$ cat src/rtl/adder_pkg.sv
// rtl/adder_pkg.sv - shared width constant for the 32-bit adder
package adder_pkg;

    localparam int ADDER_WIDTH = 32;

endpackage : adder_pkg

$ cat src/rtl/full_adder_1b.sv
// rtl/full_adder_1b.sv - single-bit full-adder cell
module full_adder_1b (
    input  logic a,
    input  logic b,
    input  logic cin,
    output logic s,
    output logic cout
);

    // Sum is the three-way parity; carry is the majority of the three inputs.
    always_comb begin
        s    = a ^ b ^ cin;
        cout = (a & b) | (a & cin) | (b & cin);
    end

endmodule : full_adder_1b

$ cat src/rtl/adder_32b.sv
// rtl/adder_32b.sv - 32-bit ripple-carry adder with registered result copy
module adder_32b
    import adder_pkg::*;
(
    input  logic                   clk,
    input  logic                   rst_n,
    input  logic [ADDER_WIDTH-1:0] a,
    input  logic [ADDER_WIDTH-1:0] b,
    input  logic                   carry_in,
    output logic [ADDER_WIDTH-1:0] sum,
    output logic                   carry_out,
    output logic [ADDER_WIDTH-1:0] sum_q,
    output logic                   carry_out_q
);

    // carry[i] is the carry into cell i; carry[ADDER_WIDTH] leaves the top cell.
    logic [ADDER_WIDTH:0]   carry;
    logic [ADDER_WIDTH-1:0] sum_d;
    logic                   carry_out_d;

    assign carry[0] = carry_in;

    genvar i;
    generate
        for (i = 0; i < ADDER_WIDTH; i++) begin : g_cell
            full_adder_1b u_fa (
                .a    (a[i]),
                .b    (b[i]),
                .cin  (carry[i]),
                .s    (sum[i]),
                .cout (carry[i+1])
            );
        end
    endgenerate

    assign carry_out = carry[ADDER_WIDTH];

    // Next-state of the output registers is simply the live combinational result.
    always_comb begin
        sum_d       = sum;
        carry_out_d = carry_out;
    end

    // Capture the result each rising edge; reset clears the copy immediately.
    always_ff @(posedge clk or negedge rst_n) begin
        if (!rst_n) begin
            sum_q       <= '0;
            carry_out_q <= 1'b0;
        end else begin
            sum_q       <= sum_d;
            carry_out_q <= carry_out_d;
        end
    end

endmodule : adder_32b

$ cat config.mk
export PLATFORM = sky130hd
export DESIGN_NAME = adder_32b
export DESIGN_NICKNAME = d
export VERILOG_FILES = /design/src/rtl/adder_pkg.sv /design/src/rtl/full_adder_1b.sv /design/src/rtl/adder_32b.sv
export SDC_FILE = /design/constraint.sdc
export NUM_CORES = 1
export LEC_CHECK = 0
export CORE_MARGIN = 8
export CORE_UTILIZATION = 30
export DETAILED_ROUTE_END_ITERATION = 8
export PLACE_DENSITY_LB_ADDON = 0.15
export REMOVE_ABC_BUFFERS = 1
export SLEW_MARGIN = 10
export SYNTH_ARGS = -nofsm -noshare
export SYNTH_HDL_FRONTEND = slang
export SYNTH_SLANG_ARGS = --single-unit
export TNS_END_PERCENT = 5
$ cat constraint.sdc
create_clock -name clk -period 18.8 [get_ports clk]
set_input_delay 3.76 -clock clk [delete_from_list [all_inputs] [get_ports clk]]
set_output_delay 3.76 -clock clk [all_outputs]
set_load 0.01 [all_outputs]
# == Word level (Yosys, flattened, before mapping) ==
# Index checks and enable logic that the tools add are counted.
# Widths: inputs -> output; s select.
# word_totals
ff_bits,33
latchBits,0
ram_bits,0
rom_bits,0
input_bits,67
output_inout_bits,66
wordCells,226
n_memories,0
# classes
addsub,0
mul,0
n_div,0
order_cmp,0
n_eq_ne,0
n_shift,0
mux,0
bitwise_logic,224
reduce_logical,0
# op_table
cell,n
$and 1x1->1,96
$or 1x1->1,64
$xor 1x1->1,64

# == Depth between registers and ports, before layout ==
# Gate-level depths: netlist of run 1.
# logic_depth
depth_word,96
ltp_mapped,37
mapped_depth_nobuf,36

# == Cells and area by module ==
# A second synthesis of run 1 with hierarchy kept.
# unflattened
hier_cells,65
hier_area_um2,1466.4
# modules_own_cells
module,instances,cells_per_inst,area_per_inst_um2,seq_area_each_um2
adder_32b,1,33,825.8,825.8
full_adder_1b,32,1,20.0,0.0

# == Least setup slack after synthesis of run 1 ==
# No wires, ideal clock.
# synth_path
path_kind,input port to output port
startpoint,in a[0]
endpoint,out sum[31]
arrival_time_ns,16.012
required_ns,15.040
slack_ns,-0.972
cell_stages,37
path_buffers,1
cell_sequence,inv_1 -> fa_1 -> inv_1 -> fa_1 -> fa_1 -> fa_1 -> fa_1 -> fa_1 -> fa_1 -> fa_1 -> fa_1 -> fa_1 -> fa_1 -> fa_1 -> fa_1 -> fa_1 -> fa_1 -> fa_1 -> fa_1 -> fa_1 -> fa_1 -> fa_1 -> fa_1 -> fa_1 -> fa_1 -> fa_1 -> fa_1 -> fa_1 -> fa_1 -> fa_1 -> fa_1 -> fa_1 -> fa_1 -> inv_1 -> fa_1 -> inv_1 -> buf_4
# synth_via
elab_chain_len,94
word_cells_on_any_way,125
classes_between,bitwise: 125
# synth_rtl
element,line_no,rtl
start: declaration,adder_32b.sv:7,"input logic [ADDER_WIDTH-1:0] a,"
$and 1x1->1,full_adder_1b.sv:13,cout = (a & b) | (a & cin) | (b & cin);
$or 1x1->1 * (2 in series),full_adder_1b.sv:13,
$and 1x1->1,full_adder_1b.sv:13,
$or 1x1->1,full_adder_1b.sv:13,
$or 1x1->1 *,full_adder_1b.sv:13,
$and 1x1->1,full_adder_1b.sv:13,
$or 1x1->1,full_adder_1b.sv:13,
$or 1x1->1 *,full_adder_1b.sv:13,
[77 not listed],--,
$or 1x1->1 *,full_adder_1b.sv:13,
$and 1x1->1,full_adder_1b.sv:13,
$or 1x1->1,full_adder_1b.sv:13,
$or 1x1->1 *,full_adder_1b.sv:13,
$and 1x1->1,full_adder_1b.sv:13,
$or 1x1->1,full_adder_1b.sv:13,
$or 1x1->1 *,full_adder_1b.sv:13,
$xor 1x1->1 *,full_adder_1b.sv:12,s = a ^ b ^ cin;
end: declaration,adder_32b.sv:10,"output logic [ADDER_WIDTH-1:0] sum,"
# Mark *: on every way between the ends. The rest lies on a longest branch, timed or not.

# == Worst setup path in the final report of run 1 ==
# layout_path
startpoint,in carry_in
endpoint,out sum[31]
# layout_via
elab_chain_len,94
word_cells_on_any_way,125
classes_between,bitwise: 125
# layout_rtl
element,line_no,rtl
start: declaration,adder_32b.sv:9,"input logic carry_in,"
$and 1x1->1,full_adder_1b.sv:13,
$or 1x1->1,full_adder_1b.sv:13,
$or 1x1->1 *,full_adder_1b.sv:13,
$and 1x1->1,full_adder_1b.sv:13,
$or 1x1->1,full_adder_1b.sv:13,
$or 1x1->1 *,full_adder_1b.sv:13,
$and 1x1->1,full_adder_1b.sv:13,
$or 1x1->1,full_adder_1b.sv:13,
[78 not listed],--,
$or 1x1->1 *,full_adder_1b.sv:13,
$and 1x1->1,full_adder_1b.sv:13,
$or 1x1->1,full_adder_1b.sv:13,
$or 1x1->1 *,full_adder_1b.sv:13,
$and 1x1->1,full_adder_1b.sv:13,
$or 1x1->1,full_adder_1b.sv:13,
$or 1x1->1 *,full_adder_1b.sv:13,
$xor 1x1->1 *,full_adder_1b.sv:12,
# Marked as above.

==> impl_metrics.py, run 1 <==
metrics = {
    "status": {
        "status": "finished, violations left",
        "violations": "negative setup slack",
    },
    "die": {
        "fp-row-count": 27,
        "io_pins": 133,
        "start_util_pct": 31.3,
        "fp.dieW_um": 92.3,
        "die_area_mm2": 0.00851,
        "core_area_mm2": 0.00557,
        "die_h_um": 92.3,
    },
    "synthesis": {
        "yosysMostFrequentCell": "dfrtp_1",
        "netlist_top_cells_area": "dfrtp_1 (47%), fa_1 (37%), buf_4 (14%), inv_1 (2.2%)",
        "synth_edf_count": 0,
        "ys_ff_latch": 33,
        "yosysWarnings": 0,
        "synth_commonest_cells": "dfrtp_1 (33), buf_4 (32), fa_1 (32)",
        "synth_top_cell_area_share_pct": 47.3,
        "netlist_area_mm2": 0.00174,
        "synth_area_per_cell_um2": 16.3,
        "netlist_instances": 107,
        "synth_ff_type": "dfrtp_1",
        "synth_top_area_cell": "dfrtp_1",
        "seq_area_frac_synth_pct": 47.3,
        "synthDistinctLibCells": 4,
        "ys_async_sr_fraction_pct": 100,
    },
    "worst_setup_path": {
        "crit_fanout": 2,
        "cp_slowest_cell": "fa_1",
        "critPathRequiredTime_ns": 15.04,
        "cp-end-kind": "output port",
        "cp-start-kind": "input pin",
        "path_class": "in -> out",
        "critPathMaxStageDelay_ns": 0.40,
        "crit_top_cell": "fa_2",
        "arrival_ns": 15.55,
    },
    "timing": {
        "period_minus_slack_ns": 19.31,
        "finalHoldViolations": 0,
        "rsz0062_at_grt": "true",
        "drv_slew": 0,
        "setup_slack_ns": -0.509,
        "setup_viol": 3,
        "slew_headroom_pct": 50.2,
        "setup_tns_ns": -0.903,
        "holdWs_ns": 3.54,
        "worst_pin_slew_ns": 0.747,
        "min_period_over_period_pct": 103,
        "fmax_ghz": 0.0518,
    },
    "placed_design": {
        "hpwl_um": 4100,
        "place_inst": 279,
        "port_buffers": 132,
        "placed_area_mm2": 0.00291,
        "gp_congestion": 0.701,
    },
    "cells_and_area": {
        "layout.nets": 313,
        "final_cell_count_no_fill": 287,
        "utilization_pct": 55.2,
        "fin_area_mm2": 0.00307,
        "fillCellCount": 464,
        "syn_to_final_growth_pct": 76.3,
        "drive_gt1_share_pct": 21.4,
        "antenna_cells": 0,
    },
    "power": {
        "ir_drop_mv": 0.0397,
        "leakagePower_nw": 1.24,
        "p_per_area_mw_per_mm2": 82.9,
    },
    "global_routing": {
        "gr-total-overflow": 0,
        "grt_max_degree": 34,
        "grt_pass1_wl_um": 7640,
        "grt_usage_pct": 11.8,
        "grt_pass1_vias": 1488,
        "antenna_found_initial": 0,
    },
    "clock_network": {
        "clkTransAtPathRegs_ns": 0.07,
        "clock_sinks": 33,
        "cts_tree": "yes",
        "root_buffer": "clkbuf_8",
        "clk_path_buf_depth": 2,
        "post_cts_buffers": 0,
        "cts_made_buffers": 5,
        "h-tree-depth": 2,
        "hold_buffers": 0,
    },
    "route": {
        "viasPerCell": 3.99,
        "ant_nets": 0,
        "drt_first_pass_iters": 4,
        "vias": 1144,
        "avgRoutedWirePerCell_um": 16.8,
        "drt_iter0_markers": 15,
        "drc": 0,
        "routed_wl_um": 4810,
    },
    "hold_path": {
        "min_path_type": "in -> async",
    },
    "flow_run": {
        "cap_violations": 0,
    },
}
-- flip-flops by register name, indices dropped and copies added (netlist names) --
register / count
carry_out_q: 1
sum_q: 32
-- routing by layer --
layer / track usage [%] / wire length (um) / vias to the layer above
li1: - / - / 493
met1: 9.54 / 1340 / 579
met2: 22.5 / 2830 / 66
met3: 6.68 / 564 / 6
met4: 4.97 / 83 / 0
met5: 0 / 0 / -
-- worst max-delay path, delay by kind of cell --
kind / cells / cell delay, ns
fa+ha+maj: 32 / 11.02
buf+inv: 6 / 0.76
-- power by group --
part / internal, mW / leakage [nW] / switching [mW]
Sequential: 0.0848 / 0.385 / 0.00332
Combinational: 0.0703 / 0.808 / 0.0452
Clock: 0.0256 / 0.0450 / 0.0255
Total: 0.181 / 1.24 / 0.0741
-- layout make-up --
class	instances	area (um^2)	area share, %
Sequential cell	33	826	26.9
Clock buffer	6	72.6	2.36
Inverter	10	37.5	1.22
Tap cell	72	90.1	2.93
Multi-Input combinational cell	32	716	23.3
Timing Repair Buffer	132	1320	43.0
Clock inverter	2	10.0	0.326
-- path summary, 6_finish.rpt --
path | start | slack [ns] | end
setup / recovery | carry_in | -0.51 | sum[31]
hold / removal | rst_n | 3.54 | sum_q[31]$_DFF_PN0_
min in group clk | b[0] | 3.89 | sum_q[0]$_DFF_PN0_
max in group asynchronous | rst_n | 14.79 | sum_q[17]$_DFF_PN0_
-- repair_timing --
item | 4_1_cts | 5_1_grt
pin swaps | 1 | 1
endpoints found under the setup margin | 8 | 5
resized for setup | 44 | 12
-- cell usage in the layout, fill, tap and decap left out --
cell / Yosys / final
buf_2: 0 / 2
buf_6: 0 / 3
clkbuf_1: 0 / 1
clkbuf_8: 0 / 5
clkdlybuf4s50_1: 0 / 124
clkinv_2: 0 / 2
dfrtp_1: 33 / 33
dlymetal6s2s_1: 0 / 3
fa_1: 32 / 2
fa_2: 0 / 30
inv_1: 10 / 6
inv_2: 0 / 4
-- per-stage QoR --
step	setup WS [ns]	total power, mW
global placement	-2.25	0.202
global route	-0.839	0.273
floorplan	-0.905	0.126
CTS	-0.657	0.259
detailed placement	-2.43	0.204
finish	-0.509	0.255
-- logic make-up (layout without fill, tap and decap cells) --
logic type	after synthesis	after routing	share of synthesized area, %
buffers and inverters	42	150	15.9
flip-flops	33	33	47.3
adder cells (fa/ha/maj)	32	32	36.7
No activity file was read; power rests on OpenSTA's default activity.
==> inputs of run 2 (changes only) <==
Settings changed: CAP_MARGIN set to 10.
==> results of run 2 <==
No change in the layout: final DEF, timing and power equal those of run 1.
